<file path="src/rtl/sd_spi_host.sv">
// sd_spi_host: SPI-mode SD card byte engine on a two-register CPU port.
// Ports:
//   clock, reset        rising-edge clock, async active-high reset
//   ce                  SPI half-period enable
//   ioWr, ioRd, ioA     one-clock strobes; ioA: 0 = data, 1 = control/status
//   ioD, ioQ            CPU write data / read data
//   busy                transfer in progress
//   spiCs, spiCk        chip select (active low), SPI clock (mode 0)
//   spiMosi, spiMiso    serial data out / in
module sd_spi_host #(
    parameter logic [7:0] DUMMY     = 8'hFF,
    parameter logic       IDLE_MOSI = 1'b1
) (
    input  logic       clock,
    input  logic       reset,
    input  logic       ce,
    input  logic       ioWr,
    input  logic       ioRd,
    input  logic       ioA,
    input  logic [7:0] ioD,
    output logic [7:0] ioQ,
    output logic       busy,
    output logic       spiCs,
    output logic       spiCk,
    output logic       spiMosi,
    input  logic       spiMiso
);

    typedef enum logic {
        ST_IDLE,
        ST_XFER
    } state_t;

    state_t      r_state;
    state_t      w_next;

    logic [7:0]  r_tx;
    logic [7:0]  r_sh;
    logic [7:0]  r_rx;
    logic [3:0]  r_tick;
    logic        r_ck;
    logic        r_cs;

    logic        w_start;
    logic        w_tick;
    logic        w_last;
    logic        w_busy;
    logic [7:0]  w_start_byte;

    // A write wins over a simultaneous read, so the read
    // neither triggers a DUMMY transfer nor changes the byte sent.
    assign w_start_byte = ioWr ? ioD : DUMMY;

    always_comb begin
        w_next  = r_state;
        w_busy  = 1'b0;
        w_start = 1'b0;
        w_tick  = 1'b0;
        w_last  = 1'b0;
        unique case (r_state)
            ST_IDLE: begin
                // ce in the start cycle is deliberately ignored
                if (!ioA && (ioWr || ioRd)) begin
                    w_start = 1'b1;
                    w_next  = ST_XFER;
                end
            end
            ST_XFER: begin
                w_busy = 1'b1;
                w_tick = ce;
                if (ce && (r_tick == 4'd15)) begin
                    w_last = 1'b1;
                    w_next = ST_IDLE;
                end
            end
            default: w_next = ST_IDLE;
        endcase
    end

    always_ff @(posedge clock or posedge reset) begin
        if (reset) begin
            r_state <= ST_IDLE;
        end else begin
            r_state <= w_next;
        end
    end

    always_ff @(posedge clock or posedge reset) begin
        if (reset) begin
            r_cs <= 1'b1;
        end else if (ioWr && ioA) begin
            r_cs <= ioD[0];
        end
    end

    always_ff @(posedge clock or posedge reset) begin
        if (reset) begin
            r_tx   <= 8'h00;
            r_sh   <= 8'h00;
            r_rx   <= 8'hFF;
            r_tick <= 4'd0;
            r_ck   <= 1'b0;
        end else if (w_start) begin
            r_tx   <= w_start_byte;
            r_tick <= 4'd0;
            r_ck   <= 1'b0;
        end else if (w_tick) begin
            r_tick <= r_tick + 4'd1;
            if (!r_tick[0]) begin
                // even tick: rising edge, sample the card
                r_ck <= 1'b1;
                r_sh <= {r_sh[6:0], spiMiso};
            end else begin
                // odd tick: falling edge, present next bit
                r_ck <= 1'b0;
                r_tx <= {r_tx[6:0], 1'b0};
            end
            if (w_last) begin
                r_rx <= r_sh;
            end
        end
    end

    assign busy    = w_busy;
    assign spiCs   = r_cs;
    assign spiCk   = r_ck;
    // MOSI tracks the shifter MSB only while a byte is on the wire
    assign spiMosi = w_busy ? r_tx[7] : IDLE_MOSI;
    assign ioQ     = ioA ? {w_busy, 6'b000000, r_cs} : r_rx;

endmodule

</file>
<file path="config.mk">
export PLATFORM = sky130hd
export DESIGN_NAME = sd_spi_host
export DESIGN_NICKNAME = d
export VERILOG_FILES = /design/src/rtl/sd_spi_host.sv
export SDC_FILE = /design/constraint.sdc
export NUM_CORES = 1
export LEC_CHECK = 0
export BUFFER_PORTS_ARGS = -buffer_cell sky130_fd_sc_hd__clkbuf_2
export CORE_ASPECT_RATIO = 1.25
export CORE_MARGIN = 5
export CORE_UTILIZATION = 49
export DETAILED_ROUTE_END_ITERATION = 8
export GPL_ROUTABILITY_DRIVEN = 0
export PLACE_DENSITY = 0.72
export RECOVER_POWER = 50
export SYNTH_ARGS = -nofsm -noshare
export SYNTH_HDL_FRONTEND = slang
export SYNTH_SLANG_ARGS = --single-unit
</file>
<file path="constraint.sdc">
create_clock -name clock -period 1.75 [get_ports clock]
set_input_delay 0.2625 -clock clock [delete_from_list [all_inputs] [get_ports clock]]
set_output_delay 0.2625 -clock clock [all_outputs]
set_load 0.02 [all_outputs]
</file>
* Word-level counts from Yosys, hierarchy flattened *
Cells that the tools add are included.

storage, ports and cells
  bits in registers = 31
  bits in latches = 0
  bits in writable memories = 0
  ROM bits = 0
  input port bits = 15
  output and inout bits = 12
  memories = 0

operators by class
  add/sub/neg operators = 1
  multiply operators = 0
  div/mod/pow operators = 0
  magnitude comparators = 0
  equal/unequal tests = 1
  shifts and indexed selects = 0
  muxes and demuxes = 19
  bitwise logic cells = 3
  reduce and logical (&&, ||, !) cells = 10

operators with widths
  operator                                      count
  two-way mux 8 bit                             5
  two-way mux 1 bit                             11
  two-way mux 4 bit                             2
  AND reduction 3 bit                           2
  adder 4 x 1 -> 4 bit (second input constant)  1
  == test 4 bit (second input constant)         1
  nonzero test 2 bit                            2
  logical AND 1 bit                             3
  NOT 1 bit                                     3
  case mux 1 bit (2 select lines)               1
  AND reduction 2 bit                           1
  logical NOT 1 bit                             1
  logical OR 1 bit                              1

* Depth between registers and ports, before layout *
Gate-level depths: netlist (run 1).

  depth in word-level cells = 6
  mapped depth = 5
  mapped depth without buffers = 3

* Worst setup path after synthesis (run 1) *
Ideal clock, no wire load.

  path kind = register to register
  start = register r_state
  end = register r_sh[1]
  library setup time = 0.125 ns
  arrival = 1.279 ns
  required time = 1.625 ns
  path slack = 0.346 ns
  stages on the path, launching flop included = 6
  buffers on the path = 2
  cells stage by stage = dfrtp_1 > buf_4 > and2_4 > nand2b_2 > buf_6 > mux2_2

on the way
  longest elaborated chain between the ends = 3

ends and longest elaborated chain
  element                                   line  RTL
  from (decl)                               34    state_t r_state;
  from (signal assigned)                    84    r_state <= w_next;
  two-way mux 1 bit                         60    unique case (r_state)
  NOT 1 bit (no source line)                n/a
  AND reduction 3 bit (no source line) (*)  n/a
  to (signal assigned)                      112   r_sh <= {r_sh[6:0], spiMiso};
  to (decl)                                 38    logic [7:0] r_sh;

Mark *: on every way between the ends. The rest lies on a longest branch, timed or not.
A chain may end at the register's enable or synchronous reset.

* Final worst setup path (run 1) *
  start = register r_state
  end = output port ioQ[7]

on the way
  longest elaborated chain between the ends = 2

ends and longest elaborated chain
  element            line  RTL
  two-way mux 1 bit  60
  two-way mux 8 bit  129   assign ioQ = ioA ? {w_busy, 6'b000000, r_cs} : r_rx;
  to (decl)          21    output logic [7:0] ioQ,

Every way passes these cells.

==> results of run 1 <==
==> state kept, by name, indices dropped and copies added, names as in the netlist <==
name,count
r_rx,8
r_sh,8
r_state,1
r_tick,4
r_tx,8
spiCs,1
==> metal layers <==
metal | routed length (um) | GRT usage
met1 | 1140 | 0.206
met2 | 1230 | 0.211
met3 | 161 | 0.0405
met4 | 86 | 0.0979
met5 | 0 | 0
==> critical path: cells and delay by family, from the launching register on <==
family | cells | cell delay [ps]
buffers and inverters | 1 | 160
DFF | 1 | 460
muxes | 1 | 300
==> power breakdown <==
part,switching (W),internal [W]
clock,0.000230,0.000194
combinational,0.000331,0.000349
sequential,0.000183,0.00101
total,0.000743,0.00155
==> repair_timing <==
action | 4_1_cts | 5_1_grt
endpoints found under the hold margin | 21 | 0
resized for setup | 0 | 0
hold buffers | 1 | 0
==> synthesized netlist by cell type (2+ instances only) <==
cell | number | share of area
mux2_2 | 18 | 0.14
clkbuf_1 | 3 | 0.0080
nor4b_1 | 7 | 0.044
nor2b_1 | 7 | 0.031
o21ai_0 | 6 | 0.021
nand2_1 | 16 | 0.043
a31oi_1 | 5 | 0.022
o221ai_1 | 2 | 0.012
dfrtp_1 | 21 | 0.37
dfstp_2 | 9 | 0.17
a21oi_1 | 2 | 0.0071
inv_1 | 3 | 0.0080
==> cells by family (layout without fill, tap and decap cells) <==
kind of cell,after synthesis,count (layout),synth area share
AND/OR/NAND/NOR,37,37,0.167
adder cells (fa/ha/maj),1,1,0.00888
multiplexers,19,19,0.155
AO/OA/AOI/OAI,20,20,0.0897
flip-flops,30,30,0.541
buffers and inverters,9,41,0.0329
XOR/XNOR,1,1,0.00622
==> per-stage QoR <==
stage / hold WS, ps / setup slack [ps] / total power [W] / cells / instance area [um2]
CTS: 148 / 233 / 0.00233 / 183 / 1640
detailed placement: 342 / 384 / 0.00190 / 174 / 1570
global placement: 327 / 434 / 0.00186 / 174 / 1570
global route: 134 / 146 / 0.00248 / 183 / 1630
floorplan: 347 / 346 / 0.00170 / 117 / 1410
finish: 158 / 240 / 0.00230 / 183 / 1630
==> layout make-up <==
class	instances	area (um2)
fill	240	1100
clock inverter	1	5.00
sequential	30	762
tap	34	42.5
multi-input combinational	78	593
timing repair buffer	30	159
inverter	3	11.3
clock buffer	7	55.1
==> worst max-delay path by stage <==
| stage | start | endpoint | depth (start not counted) |
|---|---|---|---|
| after floorplan | r_state | r_sh[1] | 5 |
| after global placement | ioA | r_tx[6] | 4 |
| after detailed placement | ioWr | r_tx[6] | 4 |
| after CTS | r_state | ioQ[7] | 2 |
| after global routing | r_state | spiMosi | 3 |
| final | r_state | ioQ[7] | 2 |
==> metrics, run 1 <==
CP Data Arrival Time 1250 ps; peak fanout along the critical path 9; postcts setup bufs 0; gr usage total 0.152; Tightest Pin Transition 699 ps; PwrDens 1410 mW/mm2; Longest Clk Path Bufs 2; DP HPWL 1930 um; TritonCTS clock tree built; cell leakage power 0.740 nW; row count 21; reg2reg path depth 3; ys flop type dfrtp_1; total wire length 2620 um; Mean Syn Cell Area 12.0 um2; first-pass GRT wire length 4640 um; synthesized area 0.00141 mm2; hold depth 2; crit path time final 1510 ps; maximum clock frequency 662 MHz; die area 0.00405 mm2; Overflow after GRT 0; DR vias/cell 5.36; number of max-cap violations 0; Final Max Slew Viols 0; clock latency on the worst-skew pair 330 ps; initial antenna violation count 0; initial DRC count 55; Post-Synthesis Cells 117; worst-path cell chain mux2_2 -> clkbuf_2; synthesized net count 133; Post-synth EDFFs 0; Initial Utilization 0.516; slew margin rel. 0.534; crit path max-delay cell type dfrtp_1; Worst VDD drop 781 uV; DRC viols 0; fin util 0.596; RR Endpoint r_sh[7]; Hold Path End r_sh[0]; status finished, final reports clean; Hold Path Class input pin to register; ANT cells 0; H-tree levels 2; worst reg2reg path startpoint r_state; Crit path largest cell delay 460 ps; io pins 27; RSZ-0062 raised after global routing false; die height 70.0 um; Area Overhead vs Synth 15.5%; via count 981; synth warn 0; root buffer selected by CTS clkbuf_4; Routed Antenna Nets 0; core area 0.00273 mm2; kind of critical path register to output port; Seq/Total Area, Yosys 0.541; I/O Buffers 26; number of global-route vias before repair 991; Pre-antenna DRT Iters 4; commonest non-fill, non-tap cell in the layout clkbuf_2; worst endpoint required time 1490 ps; setup slack, reg-to-reg 430 ps; post-layout net count 164; Worst Skew 8.38 ps; clk slew on worst S/H paths 90 ps; Hold Crit Start spiMiso; Final period util 0.863; crit end category output port; post-synth cell types 30; Num CTS Buffers 5; # clock sinks 30; Worst Setup Start Kind register; Post-synth ARST share 1.00; post-synthesis register bit count 30; final hold violations 0; # setup viols final 0; largest net degree at the start of global routing 31; chip width 58.0 um; most frequent cells in the layout 26 x clkbuf_2, 21 x dfrtp_1, 18 x mux2_2, 16 x nand2_1, 9 x dfstp_2; TNS Setup 0 ps; post-DR wirelength/cell 14.3 um; layout cell share with drive strength beyond 1 0.443
Note: power is estimated with default switching activity, not from simulation.
==> run 2: changes to the inputs <==
--- a/config.mk
+++ b/config.mk
@@ -5,13 +5,14 @@
 export SDC_FILE = /design/constraint.sdc
 export NUM_CORES = 1
 export LEC_CHECK = 0
+export ABC_AREA = 1
 export BUFFER_PORTS_ARGS = -buffer_cell sky130_fd_sc_hd__clkbuf_2
 export CORE_ASPECT_RATIO = 1.25
 export CORE_MARGIN = 5
 export CORE_UTILIZATION = 49
 export DETAILED_ROUTE_END_ITERATION = 8
 export GPL_ROUTABILITY_DRIVEN = 0
-export PLACE_DENSITY = 0.72
+export PLACE_DENSITY = 0.71
 export RECOVER_POWER = 50
 export SYNTH_ARGS = -nofsm -noshare
 export SYNTH_HDL_FRONTEND = slang
==> run 2 against run 1 <==
Compared with the run above: clock skew barely moved; worst hold slack improved by 35 ps; sequential power barely moved; global-route usage rose by 0.42 points; clock power fell by 12%; area after synthesis rose by 6.2%; power rose by 6.8%; critical path type unchanged; register-to-register slack got worse by 50 ps; combinational power rose by 27%.
==> metrics, run 2 <==
fin util 0.571 (was 0.596); synthesized area 0.00150 mm2 (was 0.00141 mm2); core area 0.00295 mm2 (was 0.00273 mm2); synthesized net count 194 (was 133); RR Endpoint r_sh[0] (was r_sh[7]); initial DRC count 59 (was 55); number of max-cap violations 0 (unchanged); DP HPWL 2220 um (was 1930 um); die height 71.8 um (was 70.0 um); TNS Setup 0 ps (unchanged); layer with the highest usage met2 (unchanged); Mean Syn Cell Area 8.41 um2 (was 12.0 um2); kind of critical path register to output port (unchanged); met1 usage 0.167 (was 0.206); pre-CTS setup slack 418 ps (was 384 ps); P_int 0.00151 W (was 0.00155 W); Worst Setup Start Kind register (unchanged); post-synth top area cell dfrtp_1 (unchanged); switching power 0.000945 W (was 0.000743 W); Clk pwr share 0.152 (was 0.185); final setup margin 269 ps (was 240 ps); Worst VDD drop 752 uV (was 781 uV); largest net degree at the start of global routing 31 (unchanged); gr usage total 0.156 (was 0.152); H-tree levels 2 (unchanged); Overflow after GRT 0 (unchanged); crit end category output port (unchanged); root buffer selected by CTS clkbuf_4 (unchanged); Pre-antenna DRT Iters 4 (unchanged); most common cell in the netlist nand2_1 (was dfrtp_1); slew margin rel. 0.526 (was 0.534); GRT met3 Usage 0.0486 (was 0.0405); DR vias/cell 4.96 (was 5.36); Longest Clk Path Bufs 2 (unchanged); post-layout net count 224 (was 164); row count 22 (was 21); Hold Crit Start spiMiso (unchanged); crit path time final 1480 ps (was 1510 ps); Seq/Total Area, Yosys 0.509 (was 0.541); # clock sinks 30 (unchanged); die area 0.00427 mm2 (was 0.00405 mm2); initial antenna violation count 0 (unchanged); ANT cells 0 (unchanged); # setup viols final 0 (unchanged); Area Overhead vs Synth 12.3% (was 15.5%); worst reg2reg path startpoint r_state (unchanged); commonest non-fill, non-tap cell in the layout nand2_1 (was clkbuf_2); Post-synth ARST share 1.00 (unchanged); PwrDens 1460 mW/mm2 (was 1410 mW/mm2); Routed Antenna Nets 0 (unchanged); final hold violations 0 (unchanged); peak fanout along the critical path 8 (was 9); first-pass GRT wire length 5040 um (was 4640 um); Post-Synthesis Cells 178 (was 117); TritonCTS clock tree built (unchanged); Final Max Slew Viols 0 (unchanged); post-synthesis register bit count 30 (unchanged); Seq pwr share 0.496 (was 0.520); synth warn 0 (unchanged); hold depth 3 (was 2); Combinational Power Share 0.352 (was 0.296); biggest regs r_rx (8), r_sh (8), r_tx (8) (unchanged); maximum clock frequency 675 MHz (was 662 MHz); Post-synth EDFFs 0 (unchanged); worst endpoint required time 1490 ps (about the same); CP Data Arrival Time 1220 ps (was 1250 ps); clock latency on the worst-skew pair 320 ps (was 330 ps); share of the synthesized area in the top cell type 0.351 (was 0.373); setup slack, reg-to-reg 380 ps (was 430 ps); post-cts resize count 0 (unchanged); I/O Buffers 26 (unchanged); cell leakage power 0.896 nW (was 0.740 nW); Sw Share 0.385 (was 0.324); post-synth cell types 22 (was 30); io pins 27 (unchanged); Final Instance Area 0.00168 mm2 (was 0.00163 mm2); layout cell share with drive strength beyond 1 0.263 (was 0.443); reg2reg path depth 5 (was 3); chip width 59.4 um (was 58.0 um); RSZ-0062 raised after global routing false (unchanged); ys flop type dfrtp_1 (unchanged); postcts setup bufs 0 (unchanged); Hold Path End r_sh[0] (unchanged); Final period util 0.847 (was 0.863); GR Util met2 0.267 (was 0.211); Initial Utilization 0.508 (was 0.516); Power, Total 0.00245 W (was 0.00230 W); most frequent cells in the layout 40 x nand2_1, 26 x clkbuf_2, 25 x inv_1, 22 x nand3_1, 21 x dfrtp_1 (was 26 x clkbuf_2, 21 x dfrtp_1, 18 x mux2_2, 16 x nand2_1, 9 x dfstp_2); Post-DP Area 0.00163 mm2 (was 0.00157 mm2); Post-synth top cells 40 x nand2_1, 25 x inv_1, 22 x nand3_1, 21 x dfrtp_1, 20 x nor2_1 (was 21 x dfrtp_1, 18 x mux2_2, 16 x nand2_1, 9 x dfstp_2); status finished, final reports clean (unchanged); post-DR wirelength/cell 12.1 um (was 14.3 um); Worst Skew 8.69 ps (was 8.38 ps); DRC viols 0 (unchanged); via count 1,215 (was 981); Num CTS Buffers 5 (unchanged); Hold Path Class input pin to register (unchanged); total wire length 2970 um (was 2620 um); number of global-route vias before repair 1,216 (was 991); Area contributors post-synth dfrtp_1 35%, dfstp_2 16%, nand2_1 10%, nand3_1 7.4%, inv_1 6.3% (was dfrtp_1 37%, dfstp_2 17%, mux2_2 14%, nor4b_1 4.4%, nand2_1 4.3%); Tightest Pin Transition 711 ps (was 699 ps); clk slew on worst S/H paths 90 ps (about the same)
[run 2: changes by cell type after synthesis, moves of 18 or more]
cell     delta
nand3_1    +21
nand2_1    +24
mux2_2     -18
inv_1      +22
nor2_1     +20
[run 2: final cells by class]
| cell class | instances | area (um2) |
|---|---|---|
| well taps | 36 | 45.0 |
| multi-input cells | 116 | 578 |
| flip-flops and latches | 30 | 762 |
| repair buffers | 28 | 144 |
| inverters | 27 | 103 |
| clock buffers | 8 | 48.8 |
| fillers | 270 | 1260 |
[run 2: worst max path at each step]
| stage | startpoint | endpoint | cells after the start |
|---|---|---|---|
| floorplan | r_tick[0] | r_rx[2] | 6 |
| global placement | r_tick[0] | r_rx[6] | 5 |
| detailed placement | r_tick[0] | r_rx[3] | 5 |
| CTS | r_state | ioQ[7] | 3 |
| global route | spiCs | ioQ[0] | 3 |
| finish | r_state | ioQ[7] | 3 |
[run 2: critical path, cell delays in order, from the launching register on]
cell and delay [ps]:
dfrtp_1 540, nand2_1 70, o21ai_0 80, clkbuf_2 200
[run 2: timing repair]
item                                   CTS  global route
hold buffers                             1             0
setup endpoints to repair                0             0
endpoints found under the hold margin   21             0
[run 2: power by group through the flow]
stage,registers (W),clock network (W),logic (W)
2_1_floorplan,0.00120,0,0.000689
3_3_place_gp,0.00122,0,0.000863
3_5_place_dp,0.00123,0,0.000885
4_1_cts,0.00122,0.000395,0.000894
5_1_grt,0.00125,0.000434,0.000988
6_report,0.00122,0.000373,0.000862
[run 2: per-stage QoR]
stage                     cells  hold slack, ps
after global routing        245             186
after CTS                   245             181
after floorplan             178             347
final                       245             194
after global placement      236             327
after detailed placement    236             335
[run 2: routing by layer]
metal	part of all wire	vias up
li1	-	619
met1	0.41	558
met2	0.51	28
met3	0.055	10
met4	0.027	0
met5	0	-
[run 2: cells by family after synthesis]
logic type                 count (synthesis)  share of synthesized area
AOI/OAI and AO/OA                         22                     0.0911
and+or+nand+nor                           93                      0.289
adders and majority gates                  1                    0.00836
DFF                                       30                      0.509
buffers and inverters                     32                      0.102
==> run 3: changes to the inputs <==
--- a/config.mk
+++ b/config.mk
@@ -12,7 +12,7 @@
 export CORE_UTILIZATION = 49
 export DETAILED_ROUTE_END_ITERATION = 8
 export GPL_ROUTABILITY_DRIVEN = 0
-export PLACE_DENSITY = 0.71
+export PLACE_DENSITY = 0.74
 export RECOVER_POWER = 50
 export SYNTH_ARGS = -nofsm -noshare
 export SYNTH_HDL_FRONTEND = slang
==> constraint.sdc (replaced) <==
create_clock -name clock -period 1.35 [get_ports clock]
set_input_delay 0.2025 -clock clock [delete_from_list [all_inputs] [get_ports clock]]
set_output_delay 0.2025 -clock clock [all_outputs]
set_load 0.02 [all_outputs]
==> run 3 against run 2 <==
Compared with the run above: clock power grew 43%; clock-buffer cell count is the same; critical endpoint is now ioQ[0]; power grew 37%; combinational power grew 43%; largest cell class unchanged.
==> metrics, run 3 (same netlist as run 2, synthesis figures left out) <==
status finished, final reports clean (unchanged); die height 71.8 um (unchanged); gr usage total 0.159 (was 0.156); TNS Setup 0 ps (unchanged); post-layout net count 229 (was 224); root buffer selected by CTS clkbuf_4 (unchanged); TritonCTS clock tree built (unchanged); kind of critical path register to output port (unchanged); Routed Antenna Nets 0 (unchanged); DR vias/cell 5.10 (was 4.96); Non-Filler Instances 250 (was 245); crit path time final 1350 ps; Final Max Slew Viols 0 (unchanged); final hold violations 0 (unchanged); worst endpoint required time 1150 ps (was 1490 ps); chip width 59.4 um (unchanged); via count 1,275 (was 1,215); Sw Share 0.377 (was 0.385); most frequent cells in the layout 40 x nand2_1, 22 x nand3_1, 20 x nor2_1, 20 x dfrtp_1, 19 x clkbuf_2 (was 40 x nand2_1, 26 x clkbuf_2, 25 x inv_1, 22 x nand3_1, 21 x dfrtp_1); Tightest Pin Transition 704 ps (was 711 ps); post-DR wirelength/cell 12.0 um (was 12.1 um); layer with the highest usage met2 (unchanged); slew margin rel. 0.531 (was 0.526); H-tree levels 2 (unchanged); die area 0.00427 mm2 (unchanged); biggest regs r_rx (8), r_sh (8), r_tx (8) (unchanged); Overflow after GRT 0 (unchanged); RSZ-0062 raised after global routing true (was false); Num CTS Buffers 5 (unchanged); switching power 0.00126 W (was 0.000945 W); number of global-route vias before repair 1,209 (was 1,216); met1 usage 0.177 (was 0.167); row count 22 (unchanged); Final period util 0.998; Inst Count DP 239 (was 236); crit end category output port (unchanged); ANT cells 0 (unchanged); fin util 0.599 (was 0.571); largest net degree at the start of global routing 31 (unchanged); Area Overhead vs Synth 17.8% (was 12.3%); layout cell share with drive strength beyond 1 0.346 (was 0.263); Combinational Power Share 0.365 (was 0.352); Hold Path Class input pin to register (unchanged); io pins 27 (unchanged); total wire length 3010 um (was 2970 um); Worst VDD drop 1110 uV (was 752 uV); first-pass GRT wire length 5190 um (was 5040 um); Power, Total 0.00336 W (was 0.00245 W); Initial Utilization 0.508 (unchanged); clk slew on worst S/H paths 80 ps (was 90 ps); PwrDens 1900 mW/mm2 (was 1460 mW/mm2); Worst Skew 11.4 ps (was 8.69 ps); Seq pwr share 0.477 (was 0.496); CP Data Arrival Time 1140 ps (was 1220 ps); I/O Buffers 26 (unchanged); GR Util met2 0.255 (was 0.267); clock latency on the worst-skew pair 320 ps (about the same); GRT met3 Usage 0.0631 (was 0.0486); DP HPWL 2250 um (was 2220 um); Longest Clk Path Bufs 2 (unchanged); # clock sinks 30 (unchanged); commonest non-fill, non-tap cell in the layout nand2_1 (unchanged); # setup viols final 0 (unchanged); P_int 0.00209 W (was 0.00151 W); cell leakage power 0.931 nW (was 0.896 nW); Worst Setup Start Kind register (unchanged); Pre-antenna DRT Iters 4 (unchanged); maximum clock frequency 742 MHz; Clk pwr share 0.158 (was 0.152); peak fanout along the critical path 3 (was 8); DRC viols 0 (unchanged); core area 0.00295 mm2 (unchanged); initial DRC count 76 (was 59); number of max-cap violations 0 (unchanged); initial antenna violation count 0 (unchanged)
==> run 3: changes by cell type in the layout (fill, tap and decap cells not counted), sizes merged <==
cell      change
buf          +13
clkbuf        -8
clkinvlp      -1
inv           +1
==> run 3: layout make-up <==
cell class              count  area, um2
well taps                  36       45.0
flip-flops and latches     30        763
repair buffers             33        206
inverters                  27        104
multi-input cells         116        586
fillers                   272       1180
clock buffers               8       58.8
==> run 3: layer usage <==
metal | up-vias | routed length, um
met4 | 0 | 85
met1 | 592 | 1190
met2 | 42 | 1520
li1 | 631 | -
met3 | 10 | 217
met5 | - | 0
==> run 3: per-stage QoR <==
step | hold WS, ps | setup slack, ps | cell area (um2)
after floorplan | 287 | 28.3 | 1500
after global placement | 267 | 127 | 1650
after detailed placement | 270 | 23.5 | 1650
after CTS | 115 | -51.5 | 1740
final | 127 | 2.89 | 1760
after global routing | 139 | -62.5 | 1760
==> run 3: power by group through the flow <==
| stage | clock, W | sequential, W | combinational [W] |
|---|---|---|---|
| after floorplan | 0 | 0.00155 | 0.000893 |
| after global placement | 0 | 0.00158 | 0.00113 |
| after detailed placement | 0 | 0.00159 | 0.00118 |
| after CTS | 0.000552 | 0.00160 | 0.00122 |
| after global routing | 0.000606 | 0.00165 | 0.00137 |
| final | 0.000532 | 0.00160 | 0.00123 |
==> run 3: what timing repair did <==
action / 4_1_cts / 5_1_grt
hold buffers: 1 / 0
endpoints found under the setup margin: 9 / 15
hold endpoints to repair: 21 / 0
resized for setup: 18 / 11
buffers inserted: 0 / 2
pin swaps: 0 / 1
==> run 3: path summary, 6_finish.rpt <==
path	cells past startpoint	startpoint	to	slack, ps
hold / removal	3	spiMiso	r_sh[0]	130
max in group asynchronous	4	reset	r_state	250
setup reg to reg	5	r_tick[0]	r_rx[4]	100
hold reg to reg	2	r_rx[2]	r_rx[2]	470
min in group asynchronous	4	reset	r_tick[2]	600
setup / recovery	3	spiCs	ioQ[0]	3
==> run 3: worst max-delay path: stages, from the launching register on <==
cell and delay, ps:
dfstp_2 540, nand2_1 50, o21ai_1 80, buf_4 160
